[src/rtl/cpu_defs.sv]
// Shared encodings between the CPU datapath, the alu and the multiply/divide sequencer.
package cpu_defs;

  localparam logic [3:0] ALUC_ADDU = 4'b0000;
  localparam logic [3:0] ALUC_SUBU = 4'b0001;

  localparam logic [1:0] MD_MULTU = 2'b00;
  localparam logic [1:0] MD_MULT  = 2'b01;
  localparam logic [1:0] MD_DIVU  = 2'b10;
  localparam logic [1:0] MD_DIV   = 2'b11;

  typedef enum logic [2:0] {
    ST_IDLE   = 3'd0,
    ST_NEG_A  = 3'd1,
    ST_NEG_B  = 3'd2,
    ST_ITER   = 3'd3,
    ST_NEG_LO = 3'd4,
    ST_NEG_HI = 3'd5,
    ST_DONE   = 3'd6
  } md_state_t;

endpackage

[src/rtl/muldiv_seq.sv]
// Multi-cycle MULT/MULTU/DIV/DIVU sequencer driving an external shared alu.
// Shift-add multiply and restoring divide, with sign pre/post correction.
module muldiv_seq
  import cpu_defs::*;
#(
  parameter int              DATA_W  = 32,
  parameter logic [DATA_W-1:0] DIV0_LO = 32'hFFFFFFFF
) (
  input  logic              clk,
  input  logic              rst_n,
  input  logic              start,
  input  logic [1:0]        op,
  input  logic [DATA_W-1:0] a,
  input  logic [DATA_W-1:0] b,
  output logic              busy,
  output logic              done,
  output logic [DATA_W-1:0] hi,
  output logic [DATA_W-1:0] lo,
  output logic [DATA_W-1:0] alu_a,
  output logic [DATA_W-1:0] alu_b,
  output logic [3:0]        alu_aluc,
  input  logic [DATA_W-1:0] alu_r,
  input  logic              alu_c
);

  md_state_t         state, state_next, post_target;
  logic [1:0]        op_reg, op_next;
  logic              sa, sa_next, sb, sb_next;
  logic              lz, lz_next;
  logic [4:0]        cnt, cnt_next;
  logic [DATA_W-1:0] b_reg, b_next;
  logic [DATA_W-1:0] hi_next, lo_next;

  logic              is_signed, is_div, fix_lo, fix_hi;
  logic              acc_signed;
  logic [DATA_W-1:0] div_s;
  logic              div_ok;

  assign is_signed  = op_reg[0];
  assign is_div     = op_reg[1];
  assign fix_lo     = is_signed & (sa ^ sb);
  // Remainder follows the dividend's sign; the product follows the sign product.
  assign fix_hi     = is_signed & (is_div ? sa : (sa ^ sb));
  assign acc_signed = op[0];

  assign div_s  = {hi[DATA_W-2:0], lo[DATA_W-1]};
  assign div_ok = hi[DATA_W-1] | ~alu_c;

  assign busy = (state != ST_IDLE) && (state != ST_DONE);
  assign done = (state == ST_DONE);

  always_ff @(posedge clk or negedge rst_n) begin
    if (!rst_n) begin
      state  <= ST_IDLE;
      op_reg <= MD_MULTU;
      sa     <= 1'b0;
      sb     <= 1'b0;
      lz     <= 1'b0;
      cnt    <= 5'd0;
      b_reg  <= '0;
      hi     <= '0;
      lo     <= '0;
    end else begin
      state  <= state_next;
      op_reg <= op_next;
      sa     <= sa_next;
      sb     <= sb_next;
      lz     <= lz_next;
      cnt    <= cnt_next;
      b_reg  <= b_next;
      hi     <= hi_next;
      lo     <= lo_next;
    end
  end

  always_comb begin
    state_next  = state;
    op_next     = op_reg;
    sa_next     = sa;
    sb_next     = sb;
    lz_next     = lz;
    cnt_next    = cnt;
    b_next      = b_reg;
    hi_next     = hi;
    lo_next     = lo;
    alu_a       = '0;
    alu_b       = '0;
    alu_aluc    = ALUC_ADDU;
    post_target = fix_lo ? ST_NEG_LO : (fix_hi ? ST_NEG_HI : ST_DONE);

    case (state)
      ST_IDLE, ST_DONE: begin
        state_next = ST_IDLE;
        if (start) begin
          op_next  = op;
          sa_next  = acc_signed & a[DATA_W-1];
          sb_next  = acc_signed & b[DATA_W-1];
          lz_next  = 1'b0;
          cnt_next = 5'd0;
          b_next   = b;
          hi_next  = '0;
          lo_next  = a;
          if (op[1] && (b == '0)) begin
            state_next = ST_DONE;
            hi_next    = a;
            lo_next    = DIV0_LO;
          end else if (acc_signed && a[DATA_W-1]) begin
            state_next = ST_NEG_A;
          end else if (acc_signed && b[DATA_W-1]) begin
            state_next = ST_NEG_B;
          end else begin
            state_next = ST_ITER;
          end
        end
      end
      ST_NEG_A: begin
        alu_aluc   = ALUC_SUBU;
        alu_b      = lo;
        lo_next    = alu_r;
        state_next = sb ? ST_NEG_B : ST_ITER;
      end
      ST_NEG_B: begin
        alu_aluc   = ALUC_SUBU;
        alu_b      = b_reg;
        b_next     = alu_r;
        state_next = ST_ITER;
      end
      ST_ITER: begin
        if (is_div) begin
          alu_aluc = ALUC_SUBU;
          alu_a    = div_s;
          alu_b    = b_reg;
          hi_next  = div_ok ? alu_r : div_s;
          lo_next  = {lo[DATA_W-2:0], div_ok};
        end else begin
          alu_aluc = ALUC_ADDU;
          alu_a    = hi;
          alu_b    = lo[0] ? b_reg : '0;
          hi_next  = {alu_c, alu_r[DATA_W-1:1]};
          lo_next  = {alu_r[0], lo[DATA_W-1:1]};
        end
        cnt_next = cnt + 5'd1;
        if (cnt == 5'd31) state_next = post_target;
      end
      ST_NEG_LO: begin
        alu_aluc   = ALUC_SUBU;
        alu_b      = lo;
        lo_next    = alu_r;
        // No borrow out of 0-lo means lo was zero, so the carry ripples into hi.
        lz_next    = ~alu_c;
        state_next = fix_hi ? ST_NEG_HI : ST_DONE;
      end
      ST_NEG_HI: begin
        if (is_div) begin
          alu_aluc = ALUC_SUBU;
          alu_b    = hi;
        end else begin
          alu_aluc = ALUC_ADDU;
          alu_a    = ~hi;
          alu_b    = {{(DATA_W-1){1'b0}}, lz};
        end
        hi_next    = alu_r;
        state_next = ST_DONE;
      end
      default: state_next = ST_IDLE;
    endcase
  end

endmodule

[config.mk]
export PLATFORM = sky130hd
export DESIGN_NAME = muldiv_seq
export DESIGN_NICKNAME = d
export VERILOG_FILES = /design/src/rtl/cpu_defs.sv /design/src/rtl/muldiv_seq.sv
export SDC_FILE = /design/constraint.sdc
export NUM_CORES = 1
export LEC_CHECK = 0
export CAP_MARGIN = 20
export CORE_UTILIZATION = 44
export DETAILED_ROUTE_END_ITERATION = 10
export PLACE_DENSITY = 0.72
export SYNTH_ARGS = -nofsm -noshare
export SYNTH_HDL_FRONTEND = slang
export SYNTH_SLANG_ARGS = --single-unit
export TNS_END_PERCENT = 30
[constraint.sdc]
create_clock -name clk -period 2.1 [get_ports clk]
set_input_delay 0.315 -clock clk [delete_from_list [all_inputs] [get_ports clk]]
set_output_delay 0.315 -clock clk [all_outputs]
set_load 0.01 [all_outputs]
==> Word level (Yosys, flattened, before mapping) <==
Index checks and enable logic that the tools add are counted.
{ "op_classes": {"n_eq_ne": 10, "addsub": 1, "bitwise_logic": 8, "mux": 34, "reduce_logical": 22} }
{ "op_table": {"columns": ["cell", "count"], "rows": [
  ["$mux W32", 13],
  ["$pmux W32 S3", 2],
  ["$pmux W32 S2", 2],
  ["$pmux W32 S4", 1],
  ["$logic_not A32 Y1", 1],
  ["$not A32 Y32", 1],
  ["$pmux W3 S6", 1],
  ["$mux W3", 4],
  ["$reduce_and A2 Y1", 6],
  ["$pmux W5 S2", 1],
  ["$eq A3 B3 Y1 const B", 3],
  ["$reduce_bool A3 Y1", 3],
  ["$eq A3 B2 Y1 const B", 2],
  ["$reduce_bool A2 Y1", 3],
  ["$reduce_or A2 Y1", 3],
  ["$add A5 B1 Y5 const B", 1],
  ["$eq A5 B5 Y1 const B", 1],
  ["$mux W1", 5],
  ["$mux W5", 1],
  ["$and A1 B1 Y1", 4],
  ["$logic_and A1 B1 Y1", 4],
  ["$mux W2", 2],
  ["$ne A2 B2 Y1 const B", 2],
  ["$pmux W1 S2", 2],
  ["7 further kinds", 7]
]} }
{ "word_totals": {"regBits": 109, "out_inout_bits": 134, "elab_cells": 84} }

==> Depth between registers and ports, before layout <==
Gate-level depths: netlist (run 1).
{ "logic_depth": {"ltp_word": 7, "ltp_mapped": 8, "mapped_depth_nobuf": 6} }

==> Worst setup path before layout (run 1) <==
No wires, ideal clock.
{ "synth_path": {"path_kind": "register -> output", "start": "register state[0]", "end": "output alu_b[15]", "slack_ps": 151, "stages_incl_launch_ff": 9, "path_buffers": 3, "required_ps": 1785, "t_arrival_ps": 1634, "cell_sequence": "dfrtp_1 buf_2 nor2_1 and2_1 clkbuf_1 o21bai_1 buf_2 a222oi_1 inv_1"} }
{ "synth_via": {"elab_chain_cells": 3} }
{ "synth_lines": {"columns": ["element", "line", "source"], "rows": [
  ["from (decl)", "muldiv_seq.sv:26", "md_state_t state, state_next, post_target;"],
  ["from (signal assigned)", "muldiv_seq.sv:64", "state <= state_next;"],
  ["$eq A3 B3 Y1 or $eq A3 B1 Y1 (tied branches)", "muldiv_seq.sv:91", "case (state)"],
  ["$reduce_or A2 Y1 (no line)", null, null],
  ["$pmux W32 S4 (*)", "muldiv_seq.sv:91", null],
  ["to (decl)", "muldiv_seq.sv:20", "output logic [DATA_W-1:0] alu_b,"]
]} }
Mark *: on every way between the ends. The rest lies on a longest branch, timed or not.

==> Worst setup path in the final report (run 1) <==
{ "layout_path": {"start": "register state[2]", "end": "output alu_b[5]"} }
The elaborated chain is that of the path after synthesis.

==> results of run 1 <==
[final cells by class]
cell class	instances	area, um^2
sequential	109	2730
multi-input combinational	821	5040
timing repair buffer	393	3730
inverter	36	135
fill	1609	6460
tap	234	293
clock inverter	2	12.5
clock buffer	12	236
[layout by cell type, fill, tap and decap left out, types with 3 or more instances in the layout]
master,instances
conb_1,3
nand4_1,3
a21oi_1,132
a222oi_1,31
o22ai_1,64
buf_4,110
o211ai_1,3
a21oi_2,3
dfrtp_1,106
nand2_1,53
o21ai_0,130
nor3_1,33
nand3_1,38
clkbuf_2,4
buf_6,23
inv_1,36
buf_16,4
nor4_1,8
o21ai_1,34
mux2i_1,96
buf_2,57
o2bb2ai_1,31
clkbuf_1,3
nor2_4,3
buf_12,19
or2_2,3
clkdlybuf4s50_1,164
nor2_1,110
a211oi_1,3
clkbuf_16,11
[final timing paths]
path / startpoint / to / cells past startpoint
worst max-delay path: state[2]$_DFFE_PN0P_ / alu_b[5] / 9
worst max register to register: state[2]$_DFFE_PN0P_ / lo[9]$_DFFE_PN0P_ / 8
worst min-delay path: rst_n / hi[2]$_DFFE_PN0P_ / 2
min in group clk: cnt[2]$_DFFE_PN0P_ / cnt[2]$_DFFE_PN0P_ / 1
worst min register to register: cnt[2]$_DFFE_PN0P_ / cnt[2]$_DFFE_PN0P_ / 1
max in group asynchronous: rst_n / state[0]$_DFFE_PN0P_ / 3
[metrics by stage]
step           utilization, %  area, um^2
2_1_floorplan               -        8370
3_3_place_gp             61.6       11500
3_5_place_dp             61.6       11500
4_1_cts                  64.4       12000
5_1_grt                  65.3       12200
6_report                 65.3       12200
[cells by family after synthesis]
family / synth area share (%)
AOI/OAI and AO/OA: 31.4
xor gates and xnor gates: 0.404
adders and majority gates: 0.299
buffers and inverters: 9.21
DFF: 32.6
muxes: 11.5
other: 0.0448
and+or+nand+nor: 14.5
[critical path, cell delays in order (launching register included)]
cell	delay, ps
dfrtp_2	420
and2b_2	250
buf_6	120
nand2_4	60
o21bai_4	120
buf_4	170
buf_6	120
a222oi_1	250
inv_1	110
buf_2	160
[metal layers]
metal / vias to the layer above / track usage (%) / part of all wire [%]
met5: - / 0 / 0
li1: 4592 / - / -
met2: 761 / 57.1 / 46
met4: 0 / 16.8 / 4.5
met3: 135 / 5.37 / 10
met1: 4784 / 46.7 / 39
[power by group through the flow]
stage,sequential (W),clock [W],combinational (W)
global placement,0.00454,0,0.0127
global route,0.00473,0.00169,0.0149
floorplan,0.00397,0,0.00727
detailed placement,0.00456,0,0.0130
CTS,0.00453,0.00160,0.0130
finish,0.00460,0.00161,0.0139
[repair_timing]
| action | 4_1_cts | 5_1_grt |
|---|---|---|
| gates resized for setup | 303 | 64 |
| hold endpoints to repair | 35 | 0 |
| endpoints found under the setup margin | 119 | 125 |
| pin swaps | 36 | 27 |
| gates cloned | 9 | 2 |
| buffers inserted | 17 | 16 |
| hold buffers | 1 | 0 |
==> impl_results.md, run 1 <==
- Synth Register Bits: 109
- Die area: around 20,000 um^2
- Clock latency on the worst-skew pair: between 300 and 400 ps
- Post-synth ARST share: between 90% and 100%
- Setup slack after layout: -369 ps
- Avg Vias per Cell: 6.39
- Synth Cell Area: about 8400 um^2
- Skew final: 10.4 ps
- Post-synth EDFFs: 0
- Slew HR: between 50% and 60%
- Reg2reg setup slack: 70 ps
- RSZ-0062 raised after global routing: true
- Core Region: 18,600 um^2
- Htree depth: 3
- Vias in the first global route: between 9,000 and 10,000
- Clk Tree Root Cell: clkbuf_16
- GRT overflow: 0
- Placed cells: roughly 1,600
- Synthesized netlist cell count: roughly 1,100
- Diodes inserted: 0
- Worst hold slack: just under 500 ps
- Period Utilization, post-route: 118%
- Power Density: about 1600 nW/um^2
- Critical path capture point type: output pin
- Failing checks: negative setup slack
- VDD IR max: between 800 and 900 uV
- Worst-Margin Slew: ~600 ps
- Area added between synthesis and finish: 45.6%
- DRC: 0
- Post-place setup slack: -582 ps
- Antenna violations before repair: 0
- Yosys warns: 0
- Outcome: complete, but fails checks
- Die X: approximately 140 um
- Largest area contributor in the netlist: dfrtp_1
- Vias: between 10,000 and 15,000
- Final setup violating endpoints: 65
- Synth area leaders: dfrtp_1 (33%), mux2i_1 (11%), o21ai_0 (9.8%), a21oi_1 (8.1%), nor2_1 (5.2%)
- Total of max-cap violations: 0
- Total power: 0.0201 W
- Internal power: 0.0104 W
- Gate power share: ~69%
- Pin count of the biggest net entering global routing: between 70 and 80
- Detail Route Antenna Nets: 0
- Gr usage total: a little over a third
- Post-Route WL: about 36,000 um
- Buffers on Ports: between 200 and 250
- Top-Level Pins: roughly 240
- Fin. max-slew vios: 0
- Layout cells sized above 1: 19.5%
- Die Ht: 140 um
- Dominant cell by count in the synthesized netlist: o21ai_0
- Routed wire per std cell: roughly 22 um
- CTS Buf Count: 9
- Ys flop type: dfrtp_1
- Clk pin slew, worst setup/hold paths: roughly 80 ps
- Sw Pwr: between 0.009 and 0.01 W
- FP Rows: 50
- Kind of critical path: flop to output pin
- Flop pwr share: between 20% and 30%
- Clk buf depth: 2
- Initial drt markers: 1,278
- Sum Neg Setup Slack: -14,830 ps
- Post-synth top cells: o21ai_0 (164), a21oi_1 (136), nor2_1 (115)
- Register area share after synthesis: between 30% and 40%
- HPWL after DPL: between 20,000 and 25,000 um
- Critical path fanouts, max: 6
- TritonRoute pass-1 iters: 8
- First-pass GRT wire length: 54,400 um
- Fin crit period: roughly 2500 ps
- TritonCTS clock tree: yes
- Synth cell types: a little under 50
- Leakage: ~5.4 nW
- HP Class: input pin to async pin
- WP data arrival: 2150 ps
- Synth Area per Inst: around 7.6 um^2
- Yosys top cell area share: around 33%
- Fin. Hold Viols: 0
- Initial core utilization: 44.9%
- Clock power frac: 8.0%
- Sw Share: about half
- Critical Path RT: roughly 1800 ps
- Post-route insts no fill: roughly 1,600
- Nets: ~1,500
- CTS sink count: around 110
- Gpl congestion: a little under 0.9
- Fmax: approximately 400 MHz
- Startpoint type of the worst setup path: flop
Note: power is estimated with default switching activity, not from simulation.
==> run 2: changes to the inputs <==
- CORE_UTILIZATION: 44 -> 49
- PLACE_DENSITY: 0.72 -> 0.79
==> run 2 against run 1 <==
Net effect: clock power grew 18%; critical path depth shrank 2; count of clock-buffer cells in the layout is the same; global-route usage grew 2.9 points; the run still ends with negative setup slack left; utilization grew 8.4 points; sequential share of layout area shrank 0.18 points; register-to-register slack lost 260 ps; critical path type unchanged; non-clock buffer count shrank 15; largest power group unchanged; via count grew 2.9%.
==> impl_results.md, run 2 (synthesis gave the netlist of run 1 again) <==
- Total of max-cap violations: 0
- First-pass GRT wire length: approximately 54,000 um
- Skew final: between 8 and 9 ps
- GRT overflow: 0
- Kind of critical path: flop to output pin
- Fin crit period: roughly 2500 ps
- Critical Path End: alu_b[28]
- Nets: between 1,000 and 1,500
- TritonCTS clock tree: yes
- Post-route insts no fill: around 1,600
- Most common cell after layout, fill and taps aside: clkdlybuf4s50_1
- Startpoint type of the worst setup path: flop
- Clk buf depth: 2
- Gr usage total: 38.3%
- DRC: 0
- Die Ht: 133 um
- Gpl congestion: approximately 0.90
- Initial drt markers: between 1,500 and 2,000
- Area of the multi-input gates: 5190 um^2
- Routed wire per std cell: approximately 22 um
- Sequential cell area: ~2700 um^2
- HP Class: input pin to async pin
- Clk Tree Root Cell: clkbuf_16
- Reg-to-reg endpoint: lo[8]$_DFFE_PN0P_
- Failing checks: negative setup slack
- Placed cells: about 1,500
- VDD IR max: 876 uV
- RSZ-0062 raised after global routing: true
- TritonRoute pass-1 iters: 9
- CP startpoint: state[2]$_DFFE_PN0P_
- R2R cell count: 6
- Fin. Hold Viols: 0
- HPWL after DPL: 22,700 um
- Area added between synthesis and finish: 46.6%
- Critical path fanouts, max: 15
- Pin count of the biggest net entering global routing: 74
- Clk pin slew, worst setup/hold paths: roughly 80 ps
- Layout cells sized above 1: ~21%
- Reg2reg setup slack: -190 ps
- Vias in the first global route: 9,869
- Worst-Margin Slew: just over 900 ps
- Slew HR: 38.8%
- Core Region: 16,600 um^2
- Die X: around 130 um
- Initial core utilization: 50.3%
- Critical Path RT: approximately 1800 ps
- Fin. max-slew vios: 0
- Buffers on Ports: roughly 230
- Fmax: a little over 400 MHz
- Antenna violations before repair: 0
- Clock latency on the worst-skew pair: 370 ps
- WP data arrival: ~2200 ps
- Detail Route Antenna Nets: 0
- CTS Buf Count: 9
- Setup slack after layout: -369 ps
- Most frequent cells in the layout: clkdlybuf4s50_1 (164), o21ai_0 (131), a21oi_1 (122), dfrtp_1 (108), mux2i_1 (96)
- Post-Route WL: 35,100 um
- Final core occ: approximately three quarters
- Worst R2R Start: state[2]$_DFFE_PN0P_
- Worst hold slack: between 400 and 500 ps
- FP Rows: 47
- Final setup violating endpoints: 97
- Power Density: ~1600 nW/um^2
- Leakage: roughly 5.3 nW
- Htree depth: 3
- Vias: 10,600
- Outcome: complete, but fails checks
- Critical path capture point type: output pin
- Die area: roughly 18,000 um^2
- Period Utilization, post-route: 118%
- Top-Level Pins: 236
- Avg Vias per Cell: between 6 and 7
- Fillers: 1,261
- Diodes inserted: 0
- CTS sink count: approximately 110
==> run 2: layer usage <==
layer	vias up	wire length [um]	share of wire [%]	GRT usage, %
met5	-	0	0	0
met4	0	1750	5.0	19.7
met3	166	4250	12	7.74
met2	896	15900	45	60.2
met1	4949	13200	38	49.9
li1	4557	-	-	-
==> run 2: critical path, cell delays in order, from the launching register on <==
cell      delay (ps)
dfrtp_1          440
buf_6            150
nand3b_1         210
nor2_2           130
buf_12           180
a222oi_1         410
inv_1            100
buf_2            160
==> run 2: worst min-delay path by stage <==
stage	start	end	slack [ps]	depth (start not counted)
finish	rst_n	hi[4]$_DFFE_PN0P_	480	2
global route	cnt[2]$_DFFE_PN0P_	cnt[2]$_DFFE_PN0P_	510	1
CTS	rst_n	sa$_DFFE_PN0P_	500	2
detailed placement	rst_n	hi[2]$_DFFE_PN0P_	330	1
global placement	rst_n	hi[2]$_DFFE_PN0P_	330	1
floorplan	rst_n	b_reg[0]$_DFFE_PN0P_	20	0
==> run 2: area by class of cell <==
class,instances,share of cell area (%)
repair buffers,378,29.5
inverters,36,1.10
well taps,220,2.24
clock buffers,12,1.93
clock inverters,4,0.592
multi-input cells,821,42.3
flip-flops and latches,109,22.3
==> run 2: power by group <==
group	switching (W)	internal, W	total [W]	leakage, nW
Combinational	0.00733	0.00626	0.0136	3.87
Sequential	0.00161	0.00310	0.00471	1.32
Clock	0.000850	0.00105	0.00190	0.147
Total	0.00979	0.0104	0.0202	5.34
==> run 2: timing repair <==
action | in CTS | in global routing
endpoints found under the hold margin | 33 | 0
resized for setup | 246 | 143
pin swaps | 38 | 38
hold buffers | 1 | 0
setup buffers | 16 | 11
gates cloned | 4 | 4
endpoints found under the setup margin | 115 | 130
==> run 2: metrics by stage <==
| step | power (W) | setup WS, ps | cell area [um^2] | setup TNS (ps) |
|---|---|---|---|---|
| floorplan | 0.0112 | 151 | 8370 | 0 |
| global placement | 0.0171 | -420 | 11400 | -33110 |
| detailed placement | 0.0174 | -491 | 11400 | -34900 |
| CTS | 0.0194 | -343 | 11900 | -14110 |
| global route | 0.0213 | -404 | 12300 | -23830 |
| finish | 0.0202 | -369 | 12300 | -18460 |
